===== src/rtl/sum_arbiter_pkg.sv =====
// Shared types for the sum_arbiter block: FSM state encoding and the
// requester-ID width helper.
package sum_arbiter_pkg;

    typedef enum logic [1:0] {
        IDLE,
        ISSUE,
        WAIT,
        RESP
    } sum_arb_state_t;

    function automatic int id_width(input int num_req);
        return (num_req > 1) ? $clog2(num_req) : 1;
    endfunction

endpackage


===== src/rtl/sum.sv =====
// Registered adder: the sum and carry of in1+in2 appear one cycle after
// sum_in_en, flagged by sum_out_en.
module sum #(
    parameter int BUS_WIDTH = 32
) (
    input  logic                 clk,
    input  logic                 arst,
    input  logic                 sum_in_en,
    input  logic [BUS_WIDTH-1:0] in1,
    input  logic [BUS_WIDTH-1:0] in2,
    output logic                 sum_out_en,
    output logic [BUS_WIDTH-1:0] sum_out,
    output logic                 carry_out
);

    always_ff @(posedge clk or negedge arst) begin
        if (!arst) begin
            sum_out_en <= 1'b0;
            sum_out    <= '0;
            carry_out  <= 1'b0;
        end else begin
            sum_out_en <= sum_in_en;
            if (sum_in_en) begin
                {carry_out, sum_out} <= {1'b0, in1} + {1'b0, in2};
            end
        end
    end

endmodule


===== src/rtl/sum_rr_picker.sv =====
// Combinational requester picker: round-robin from ptr by default, lowest
// index wins when SUM_ARBITER_FIXED_PRIO_EN is defined (ptr is then ignored).
module sum_rr_picker #(
    parameter int NUM_REQ = 4,
    parameter int ID_W    = 2
) (
    input  logic [NUM_REQ-1:0] req_valid,
    input  logic [ID_W-1:0]    ptr,
    output logic [NUM_REQ-1:0] grant,
    output logic [ID_W-1:0]    grant_id
);

    logic found;

`ifdef SUM_ARBITER_FIXED_PRIO_EN
    logic unused_ptr;
    assign unused_ptr = ^ptr;

    always_comb begin
        grant    = '0;
        grant_id = '0;
        found    = 1'b0;
        for (int i = 0; i < NUM_REQ; i++) begin
            if (!found && req_valid[i]) begin
                found    = 1'b1;
                grant[i] = 1'b1;
                grant_id = ID_W'(i);
            end
        end
    end
`else
    // Two passes give the wrapped search: indices at/after ptr first, then below it.
    always_comb begin
        grant    = '0;
        grant_id = '0;
        found    = 1'b0;
        for (int i = 0; i < NUM_REQ; i++) begin
            if (!found && req_valid[i] && (i >= int'(ptr))) begin
                found    = 1'b1;
                grant[i] = 1'b1;
                grant_id = ID_W'(i);
            end
        end
        for (int i = 0; i < NUM_REQ; i++) begin
            if (!found && req_valid[i] && (i < int'(ptr))) begin
                found    = 1'b1;
                grant[i] = 1'b1;
                grant_id = ID_W'(i);
            end
        end
    end
`endif

endmodule


===== src/rtl/sum_arbiter.sv =====
// Arbitrates NUM_REQ operand requesters onto one registered sum adder and returns
// sum/carry/id on a response channel. SUM_ARBITER_FIXED_PRIO_EN selects fixed priority.
module sum_arbiter
    import sum_arbiter_pkg::*;
#(
    parameter  int BUS_WIDTH = 32,
    parameter  int NUM_REQ   = 4,
    localparam int ID_W      = id_width(NUM_REQ)
) (
    input  logic                         clk,
    input  logic                         arst,
    input  logic [NUM_REQ-1:0]           req_valid,
    output logic [NUM_REQ-1:0]           req_ready,
    input  logic [NUM_REQ*BUS_WIDTH-1:0] req_in1,
    input  logic [NUM_REQ*BUS_WIDTH-1:0] req_in2,
    output logic                         resp_valid,
    input  logic                         resp_ready,
    output logic [BUS_WIDTH-1:0]         resp_sum,
    output logic                         resp_carry,
    output logic [ID_W-1:0]              resp_id
);

    sum_arb_state_t       state, state_nxt;
    logic [NUM_REQ-1:0]   grant;
    logic [ID_W-1:0]      grant_id, ptr, op_id;
    logic [BUS_WIDTH-1:0] sel_a, sel_b, op_a, op_b, add_sum;
    logic                 accept, add_in_en, add_out_en, add_carry;

    sum_rr_picker #(
        .NUM_REQ (NUM_REQ),
        .ID_W    (ID_W)
    ) u_picker (
        .req_valid (req_valid),
        .ptr       (ptr),
        .grant     (grant),
        .grant_id  (grant_id)
    );

    sum #(
        .BUS_WIDTH (BUS_WIDTH)
    ) u_sum (
        .clk        (clk),
        .arst       (arst),
        .sum_in_en  (add_in_en),
        .in1        (op_a),
        .in2        (op_b),
        .sum_out_en (add_out_en),
        .sum_out    (add_sum),
        .carry_out  (add_carry)
    );

    always_ff @(posedge clk or negedge arst) begin
        if (!arst) state <= IDLE;
        else       state <= state_nxt;
    end

    // NOTE: req_ready is qualified by arst so the grant stays silent while reset is held.
    always_comb begin
        state_nxt = state;
        req_ready = '0;
        add_in_en = 1'b0;
        unique case (state)
            IDLE: begin
                req_ready = arst ? grant : '0;
                if (|(req_valid & req_ready)) state_nxt = ISSUE;
            end
            ISSUE: begin
                add_in_en = 1'b1;
                state_nxt = WAIT;
            end
            WAIT:    if (add_out_en) state_nxt = RESP;
            RESP:    if (resp_ready) state_nxt = IDLE;
            default: state_nxt = IDLE;
        endcase
    end

    assign accept     = |(req_valid & req_ready);
    assign resp_valid = (state == RESP);

    always_comb begin
        sel_a = '0;
        sel_b = '0;
        for (int i = 0; i < NUM_REQ; i++) begin
            if (grant[i]) begin
                sel_a = req_in1[i*BUS_WIDTH +: BUS_WIDTH];
                sel_b = req_in2[i*BUS_WIDTH +: BUS_WIDTH];
            end
        end
    end

    // NOTE: operand registers are reset as well so the adder never sees X after reset.
    always_ff @(posedge clk or negedge arst) begin
        if (!arst) begin
            op_a       <= '0;
            op_b       <= '0;
            op_id      <= '0;
            resp_sum   <= '0;
            resp_carry <= 1'b0;
            resp_id    <= '0;
        end else begin
            if (accept) begin
                op_a  <= sel_a;
                op_b  <= sel_b;
                op_id <= grant_id;
            end
            if (state == WAIT && add_out_en) begin
                resp_sum   <= add_sum;
                resp_carry <= add_carry;
                resp_id    <= op_id;
            end
        end
    end

`ifdef SUM_ARBITER_FIXED_PRIO_EN
    assign ptr = '0;
`else
    always_ff @(posedge clk or negedge arst) begin
        if (!arst) begin
            ptr <= '0;
        end else if (accept) begin
            ptr <= (grant_id == ID_W'(NUM_REQ - 1)) ? '0 : ID_W'(grant_id + 1'b1);
        end
    end
`endif

endmodule


===== config.mk =====
export PLATFORM = sky130hd
export DESIGN_NAME = sum_arbiter
export DESIGN_NICKNAME = d
export VERILOG_FILES = /design/src/rtl/sum_arbiter_pkg.sv /design/src/rtl/sum.sv /design/src/rtl/sum_rr_picker.sv /design/src/rtl/sum_arbiter.sv
export SDC_FILE = /design/constraint.sdc
export NUM_CORES = 1
export LEC_CHECK = 0
export CAP_MARGIN = 20
export CORE_ASPECT_RATIO = 1.25
export CORE_MARGIN = 5
export CORE_UTILIZATION = 55
export CTS_CLUSTER_DIAMETER = 120
export DETAILED_ROUTE_END_ITERATION = 8
export DONT_BUFFER_PORTS = 1
export GPL_TIMING_DRIVEN = 0
export PLACE_DENSITY_LB_ADDON = 0.3
export SLEW_MARGIN = 20
export SYNTH_ARGS = -nofsm -noshare
export SYNTH_HDL_FRONTEND = slang
export SYNTH_HIERARCHICAL = 1
export SYNTH_SLANG_ARGS = --single-unit

===== constraint.sdc =====
create_clock -name clk -period 3.1 [get_ports clk]
set_clock_uncertainty 0.05 [all_clocks]
set_input_delay 0.465 -clock clk [delete_from_list [all_inputs] [get_ports clk]]
set_output_delay 0.465 -clock clk [all_outputs]
set_load 0.01 [all_outputs]

==> reports/results.tsv, run 1 <==
metric	value	unit
cap_violations	0	
synth_top_cell_by_area	dfrtp_1	
synth_top_area_share	35.89	%
dp_slack	-0.1336	ns
fmax	0.3366	GHz
power	4241	µW
dr.first_iter.drc_count	804	
postSynthAreaPerCell	9.185	µm²
drv_slew	0	
cp-start-kind	flip-flop	
period_minus_slack	2.971	ns
synth_cells	1055	
clockBufferDepth	2	
irDropWorstVdd	0.0003589	V
synth.most_common_cell	nand2_1	
root_buffer	clkbuf_16	
synth_area	9691	µm²
clk_pin_slew	0.06	ns
wl	33370	µm
dp_hpwl	26090	µm
antenna_found_initial	0	
die_h	158.4	µm
synth_mux_area_share	7.179	%
vias	8760	
grt_pass1_vias	8569	
drive_above_1_share	15.18	%
synth_warnings	6	
yosys.area_share.xor_xnor	2.260	%
post_cts_buffers	0	
routedWlPerCell	25.43	µm
route.antenna.remaining_nets	0	
nets	1375	
syn2layout_area_growth	9.310	%
synth_edf_count	0	
gp_congestion	0.9632	
ys_seq_area_share	35.89	%
rows	54	
worst_pin_slew	0.7751	ns
yosys.cell_types.count	71	
ios	303	
outcome	finished with violations	
setup_slack	0.1287	ns
worstPathRequired	2.58	ns
clk_latency	0.42	ns
finalCritPeriodShare	95.85	%
via_per_inst	6.677	
finalSetupViolCount	0	
violations	negative hold slack	
hold_slack	-0.3134	ns
hp-class	input pin to asynchronous set/reset pin	
h-tree-depth	4	
synth_compound_area_share	25.75	%
coreArea	17360	µm²
relSlewSlack	48.13	%
grt_usage	31.73	%
cp.arrival	2.46	ns
drtPass1Iterations	6	
crit_path_max_fanout	10	
die_area	20390	µm²
finalSetupTns	0	ns
syn_nets	1356	
instances_no_fill	1312	
async_flop_share	100.0	%
grt_pass1_wl	49170	µm
numCtsBuffers	17	
critical_path_class	flip-flop to output port	
clkSinkCount	139	
gr-total-overflow	0	
drc_errors	0	
finalHoldViolCount	139	
num-fill-cells	1547	
die_width	128.7	µm
io_buffers	0	
dp_cells	1279	
synth-simple-area-share	15.22	%
ys_ff_latch	139	
cp_slowest_cell	clkbuf_1	
synth_top_family_by_area	compound AO/OA/AOI/OAI gates	
critPathTopFamily	buffers and inverters	
end_kind	output port	
synthTopCellsByArea	dfrtp_1 (36%), mux2_2 (7.0%), o32a_1 (6.6%)	
synth_ff_type	dfrtp_1	
initial_utilization	55.81	%
leakage	0.004953	µW
synthTopCellsByCount	nand2_1 (153), dfrtp_1 (139), a21oi_1 (103)	
cp_slowest_stage_delay	0.45	ns
p_per_area	400.4	nW/µm²
crit_buf_inv	3	
yosys.area_share.adder	4.984	%
crit_chain	buf_4 -> nor2b_1 -> o21ai_0 -> and3_1 -> clkbuf_1 -> buf_2 -> and3_2	
grt_setup_unrepaired	false	
cts_tree	done	
grt_start_max_net_pins	146	
==> per-stage QoR <==
stage | util [%] | area [µm²]
after global routing | 60.99 | 10590
after floorplan | - | 9691
final | 61.00 | 10590
after detailed placement | 57.42 | 9971
after CTS | 60.89 | 10570
after global placement | 57.42 | 9971
==> flip-flops by register name (all words and copies together), names as in the netlist <==
register	flops
u_sum/sum_out_en	1
op_b	32
state	2
op_a	32
resp_sum	32
ptr	2
resp_carry	1
u_sum/carry_out	1
op_id	2
resp_id	2
u_sum/sum_out	32
==> cell families after synthesis <==
kind of cell | count (synthesis)
buffers and inverters | 166
adders and majority gates | 38
xor gates and xnor gates | 25
AOI/OAI and AO/OA | 332
and+or+nand+nor | 293
muxes | 62
DFF | 139
==> per-layer routing <==
layer  track usage (%)  part of all wire (%)  wire length [µm]
met5                 0                     0                 0
met4             12.26                   3.7              1237
met3             6.544                   7.6              2532
met2             53.73                    50             16520
met1             39.86                    39             13080
==> area by class of cell <==
class / count / area (µm²) / area share [%]
buffer: 87 / 548.0 / 5.174
clock inverter: 14 / 172.7 / 1.630
inverter: 79 / 296.5 / 2.799
clock buffer: 18 / 429.2 / 4.051
antenna: 1 / 2.502 / 0.02362
multi-input combinational: 750 / 5385 / 50.84
sequential: 139 / 3478 / 32.84
tap: 224 / 280.3 / 2.646
==> power by group <==
group,switching [µW],leakage (µW),internal (µW)
sequential,0,0.00194,1810
combinational,213,0.00273,128
clock,818,0.000290,1270
==> layout by cell type, fill, tap and decap left out, drive strengths merged, types with 3 or more instances in the layout <==
cell type / Yosys / final
nand2: 153 / 153
dfrtp: 139 / 139
a21oi: 103 / 103
inv: 79 / 80
a221oi: 67 / 67
nand3b: 66 / 66
o32a: 64 / 64
mux2: 60 / 60
clkbuf: 39 / 57
buf: 47 / 47
ha: 37 / 37
nor2: 23 / 23
a21o: 21 / 21
xnor2: 20 / 20
o21ai: 14 / 14
and3: 13 / 13
a31oi: 12 / 12
clkinv: 0 / 8
nand3: 7 / 7
nand4: 6 / 6
o21bai: 6 / 6
nand2b: 5 / 5
o21a: 5 / 5
xor2: 5 / 5
and2: 5 / 5
nor2b: 4 / 4
a21boi: 4 / 4
a22oi: 3 / 3
a211oi: 3 / 3
o211ai: 3 / 3
bufinv: 0 / 3
o22ai: 3 / 3
or3: 3 / 3
nor3: 3 / 3
o31ai: 3 / 3
==> final timing paths <==
kind | from | to | slack (ns) | depth (start not counted)
max | ptr[0] | req_ready[1] | 0.13 | 7
min | arst | resp_sum[10] | -0.31 | 0
max reg2reg | op_a[0] | u_sum/sum_out[20] | 0.17 | 9
min reg2reg | op_b[31] | op_b[31] | 0.45 | 1
min in group clk | req_in2[127] | op_b[31] | 0.23 | 3
max in group asynchronous | arst | op_a[27] | 3.10 | 0
==> repair_timing <==
action                     4_1_cts  5_1_grt
setup endpoints to repair        3        3
resized for setup                1        2
hold endpoints to repair       139      139
pin swaps                        0        0
Note: power is estimated with default switching activity, not from simulation.
==> run 2: changes to the inputs <==
- CORE_UTILIZATION: 55 -> 48
==> run 2 against run 1 <==
  * The run still ends with negative hold slack left
  * Cell count increased by 3.4%
  * Non-clock buffer count unchanged
  * Worst hold slack improved by 0.0028 ns
  * Total power increased by 0.31%
  * Largest cell class unchanged
==> reports/results.tsv, run 2 (synthesis gave the netlist of run 1 again) <==
metric	value	unit	change
outcome	finished with violations		
violations	negative hold slack		
grt_pass1_wl	50160	µm	+2.0%
irDropWorstVdd	0.0003567	V	-0.63%
dp_hpwl	26250	µm	+0.59%
drv_slew	0		unchanged
dp_cells	1325		+3.6%
worstPathRequired	3.32	ns	+0.74 ns
clockBufferDepth	2		unchanged
die_area	23150	µm²	+14%
vias	8777		+0.19%
die_width	137.1	µm	+6.5%
final_common_cell	nand2_1		
end_kind	flip-flop		
io_buffers	0		unchanged
route.antenna.remaining_nets	0		unchanged
routedWlPerCell	24.63	µm	-3.2%
cp-start-kind	flip-flop		
wl	33430	µm	+0.17%
cp.arrival	3.18	ns	+0.72 ns
root_buffer	clkbuf_16		
finalSetupViolCount	0		unchanged
finalCritPeriodShare	95.32	%	-0.53 points
grt_start_max_net_pins	146		unchanged
period_minus_slack	2.955	ns	-0.01637 ns
fmax	0.3384	GHz	+0.55%
hp-class	input pin to asynchronous set/reset pin		
crit_path_max_fanout	4		-6
p_per_area	400.0	nW/µm²	about the same
via_per_inst	6.468		-3.1%
cap_violations	0		unchanged
gp_congestion	0.9297		-3.5%
clk_pin_slew	0.07	ns	about the same
ios	303		unchanged
syn2layout_area_growth	9.748	%	
grt_usage	28.37	%	-3.4 points
h-tree-depth	4		unchanged
mostFrequentLayoutCells	nand2_1 (153), dfrtp_1 (139), a21oi_1 (103)		
instances_no_fill	1357		+3.4%
antenna_found_initial	1		+1
post_cts_buffers	0		unchanged
die_h	168.9	µm	+6.6%
clk_latency	0.42	ns	about the same
grt_pass1_vias	8720		+1.8%
gr-total-overflow	0		unchanged
grt_setup_unrepaired	false		
clkSinkCount	139		unchanged
worst_pin_slew	0.8255	ns	+0.05040 ns
cts_tree	done		
coreArea	20030	µm²	+15%
drc_errors	0		unchanged
hold_slack	-0.3106	ns	+0.002751 ns
drive_above_1_share	15.09	%	-0.092 points
num-fill-cells	1900		+23%
relSlewSlack	44.97	%	-3.2 points
numCtsBuffers	17		unchanged
n_antenna_cell	0		-1
drtPass1Iterations	5		-1
nets	1375		unchanged
leakage	0.004947	µW	-0.12%
critical_path_class	flip-flop to flip-flop		
initial_utilization	48.38	%	-7.4 points
rows	58		+7.4%
dr.first_iter.drc_count	697		-13%
finalHoldViolCount	139		unchanged
## run 2: cell types whose count changed in the layout (fill, tap and decap cells not counted), sizes merged
cell,previous run,this run
clkinv,8,4
inv,80,82
clkbuf,57,58
clkinvlp,2,3
diode,1,0
## run 2: worst paths after layout
kind | endpoint | cells after the start | startpoint | slack [ns]
max in group asynchronous | resp_sum[14] | 0 | arst | 3.05
worst min-delay path | op_a[25] | 0 | arst | -0.31
min in group clk | op_a[31] | 3 | req_in1[127] | 0.24
worst max register to register | u_sum/sum_out[24] | 9 | op_a[0] | 0.15
worst max-delay path | u_sum/sum_out[24] | 9 | op_a[0] | 0.15
worst min register to register | op_b[29] | 1 | op_b[29] | 0.45
## run 2: routing by layer
layer  GRT usage [%]  up-vias  share of wire [%]
met5               0        -              0.039
met4           9.028        2                2.6
met3           6.005       67                7.2
met2           47.98      416                 50
met1           36.15     4328                 40
li1                -     3964                  -
## run 2: timing repair
action | CTS | global route
endpoints found under the setup margin | 3 | 3
gates resized for setup | 1 | 1
hold endpoints to repair | 139 | 139
## run 2: critical path: stages (launching register included)
cell and delay (ns):
dfrtp_1 0.39, ha_1 0.27, fa_1 0.44, a21oi_1 0.24, o21ai_1 0.15, o22a_1 0.28
o311ai_2 0.45, a21boi_0 0.21, xnor2_1 0.23, a21oi_1 0.10
## run 2: per-stage QoR
stage	util, %	total power [µW]	cell area, µm²	setup slack, ns	setup TNS [ns]
final	53.10	4254	10640	0.1451	0
after global routing	53.10	4370	10640	0.07997	0
after global placement	50.07	2184	10030	-0.1382	-0.3451
after CTS	53.06	4269	10630	0.06688	0
after floorplan	-	2087	9691	0.5926	0
after detailed placement	50.07	2186	10030	-0.1519	-0.3682
## run 2: where the power goes
group          switching (µW)  internal (µW)  total [µW]
clock                     822           1270        2090
combinational             217            128         345
sequential                  0           1810        1810
total                    1040           3210        4250
## run 2: area by class of cell
type	instances	area, µm²	share of cell area, %
multi-input cells	750	5375	50.54
well taps	270	337.8	3.176
plain buffers	87	548.0	5.153
inverters	79	296.5	2.788
clock buffers	19	432.9	4.071
flip-flops and latches	139	3478	32.71
clock inverters	13	166.4	1.565
==> run 3: changes to the inputs <==
- SYNTH_HIERARCHICAL: 1 -> default
==> run 3 against run 2 <==
  * The flow still finishes with violations (negative hold slack)
  * Fmax down 1.6%
  * Flip-flop and latch count unchanged
  * Combinational power rose to 15 times the previous value
  * Worst setup slack worse by 0.049 ns
  * Critical path depth up 2
  * Wire length down 18%
  * Total power rose to 2.5 times the previous value
  * Largest cell class unchanged
  * Largest power group is now combinational logic
  * Highest routed layer is now met4
==> reports/results.tsv, run 3 <==
metric	value	unit	change
worstPathRequired	3.36	ns	+0.04 ns
synth_top_cell_by_area	dfrtp_1		
period_minus_slack	3.003	ns	+0.04855 ns
synth_area	8283	µm²	-15%
hp-class	input pin to asynchronous set/reset pin		
io_buffers	0		unchanged
design_area	9206	µm²	-13%
p_comb_share	47.9	%	+40 points
initial_utilization	48.98	%	+0.60 points
synth_edf_count	0		unchanged
grt_pass1_vias	7238		-17%
cap_violations	0		unchanged
drc_errors	0		unchanged
die_h	156.9	µm	-7.1%
rows	53		-8.6%
met1_usage	33.38	%	-2.8 points
p_seq_share	31.5	%	-11 points
clock_power_share	20.6	%	-29 points
ys_seq_area_share	41.99	%	+6.1 points
async_flop_share	100.0	%	unchanged
dr.first_iter.drc_count	753		+8.0%
post-route-util	54.44	%	+1.3 points
grt.busiest_layer	met2		
synthTopCellsByArea	dfrtp_1 (42%), a222oi_1 (7.9%), a21o_1 (6.8%)		
drv_slew	0		unchanged
crit_path_max_fanout	5		+1
finalSetupViolCount	0		unchanged
outcome	finished with violations		
antenna_found_initial	0		-1
drive_above_1_share	13.18	%	-1.9 points
routedWlPerCell	25.23	µm	+2.4%
violations	negative hold slack		
wl	27370	µm	-18%
hold_slack	-0.3199	ns	-0.009284 ns
postSynthAreaPerCell	9.884	µm²	+7.6%
ys_ff_latch	139		unchanged
cp-start-kind	flip-flop		
synth_top_area_share	41.99	%	+6.1 points
syn_nets	1140		-16%
h-tree-depth	4		unchanged
n_antenna_cell	0		unchanged
yosys.cell_types.count	74		+4.2%
synth_warnings	0		-6
ios	303		unchanged
final_common_cell	dfrtp_1		
finalCritPeriodShare	96.89	%	+1.6 points
post_cts_buffers	0		unchanged
nets	1154		-16%
clk_pin_slew	0.06	ns	about the same
clkSinkCount	139		unchanged
dp_hpwl	20730	µm	-21%
coreArea	16910	µm²	-16%
numCtsBuffers	17		unchanged
root_buffer	clkbuf_16		
cts_tree	done		
p_int	6286	µW	+96%
worst_pin_slew	0.7977	ns	-0.02783 ns
ff2ff_setup_slack	0.1	ns	-0.05 ns
via_per_inst	6.597		+2.0%
critical_path_class	flip-flop to flip-flop		
synth_ff_type	dfrtp_1		
dpl-instance-area	8558	µm²	-15%
swShare	41.14	%	+17 points
grt_usage	26.98	%	-1.4 points
num-fill-cells	1550		-18%
die_area	20000	µm²	-14%
synth_cells	838		-21%
synthTopCellsByCount	dfrtp_1 (139), nand2_1 (105), a21oi_1 (94)		
route.antenna.remaining_nets	0		unchanged
grt_start_max_net_pins	145		-0.68%
gr-total-overflow	0		unchanged
gp_congestion	0.8671		-6.7%
met3_usage	5.906	%	-0.098 points
end_kind	flip-flop		
leakage	0.004320	µW	-13%
clockBufferDepth	2		unchanged
clk_latency	0.43	ns	about the same
syn2layout_area_growth	11.15	%	
mostFrequentLayoutCells	dfrtp_1 (139), nand2_1 (105), a21oi_1 (94)		
use_met2	47.65	%	-0.33 points
finalHoldViolCount	139		unchanged
irDropWorstVdd	0.0004864	V	+36%
synth.most_common_cell	dfrtp_1		
power	10680	µW	+150%
vias	7158		-18%
p_per_area	1160	nW/µm²	+190%
die_width	127.5	µm	-7.0%
fmax	0.3329	GHz	-1.6%
netSwitchingPower	4394	µW	+320%
drtPass1Iterations	9		+4
relSlewSlack	46.82	%	+1.9 points
cp.arrival	3.26	ns	+0.08 ns
grt_setup_unrepaired	false		
grt_pass1_wl	41030	µm	-18%
-- run 3: cell count changes after synthesis, sizes merged, moves of 57 or more --
| cell | delta |
|---|---|
| a21o | +57 |
| a221oi | -67 |
| a222oi | +65 |
| inv | -59 |
| nand3b | -63 |
| o32a | -64 |
-- run 3: final cells by class --
| type | instances | area (µm²) | share of cell area (%) |
|---|---|---|---|
| Buffer | 53 | 230.2 | 2.501 |
| Clock buffer | 21 | 470.5 | 5.110 |
| Clock inverter | 11 | 166.4 | 1.808 |
| Inverter | 20 | 75.07 | 0.8154 |
| Multi-Input combinational cell | 621 | 4511 | 48.99 |
| Sequential cell | 139 | 3478 | 37.78 |
| Tap cell | 220 | 275.3 | 2.990 |
-- run 3: logic make-up (layout without fill, tap and decap cells) --
family / Yosys count / count (layout) / synth area share (%)
compound gates: 322 / 322 / 28.81
simple gates: 194 / 194 / 10.83
flops: 139 / 139 / 41.99
buf+inv: 78 / 105 / 3.897
mux: 50 / 50 / 6.798
fa+ha+maj: 39 / 39 / 5.982
xor+xnor: 16 / 16 / 1.692
-- run 3: per-stage QoR --
stage	TNS, ns	hold slack [ns]	setup slack, ns	instances
floorplan	0	0.1194	0.3480	838
global route	0	-0.3285	0.0009444	1085
global placement	-0.002760	0.1279	-0.002760	1058
detailed placement	-0.04335	0.1289	-0.04335	1058
CTS	0	-0.3294	0.01670	1087
finish	0	-0.3199	0.09652	1085
-- run 3: what timing repair did --
| item | in CTS | in global routing |
|---|---|---|
| endpoints found under the setup margin | 4 | 7 |
| hold endpoints to repair | 139 | 139 |
| gates resized for setup | 2 | 6 |
| pin swaps | 1 | 2 |
-- run 3: final timing paths --
check,start,end,depth (start not counted)
max in group asynchronous,arst,u_sum.sum_out_en,0
hold reg to reg,u_sum.sum_out[4],u_sum.sum_out[4],1
min in group clk,req_in1[66],op_a[2],3
setup reg to reg,op_a[0],u_sum.sum_out[30],11
hold / removal,arst,op_a[2],0
setup / recovery,op_a[0],u_sum.sum_out[30],11
-- run 3: power by group through the flow --
| stage | registers, µW | clock network, µW | logic (µW) |
|---|---|---|---|
| 6_report | 3360 | 2200 | 5120 |
| 2_1_floorplan | 3130 | 0 | 3860 |
| 5_1_grt | 3440 | 2300 | 5660 |
| 3_5_place_dp | 3390 | 0 | 5040 |
| 3_3_place_gp | 3360 | 0 | 4940 |
| 4_1_cts | 3370 | 2220 | 5090 |
-- run 3: worst max-delay path, stage by stage (launching register included) --
cell	delay (ns)
dfrtp_1	0.36
ha_2	0.22
inv_1	0.06
fa_2	0.38
nor2b_4	0.14
o31a_4	0.16
o31ai_2	0.08
o211a_4	0.27
o31a_4	0.38
a211oi_4	0.34
nor4_1	0.10
or3b_1	0.35
-- run 3: routing by layer --
layer / share of wire [%] / up-vias / wire length, µm
met5: 0 / - / 0
met4: 1.4 / 0 / 376
met3: 7.4 / 32 / 2012
met2: 52 / 347 / 14240
met1: 39 / 3549 / 10740
li1: - / 3230 / -
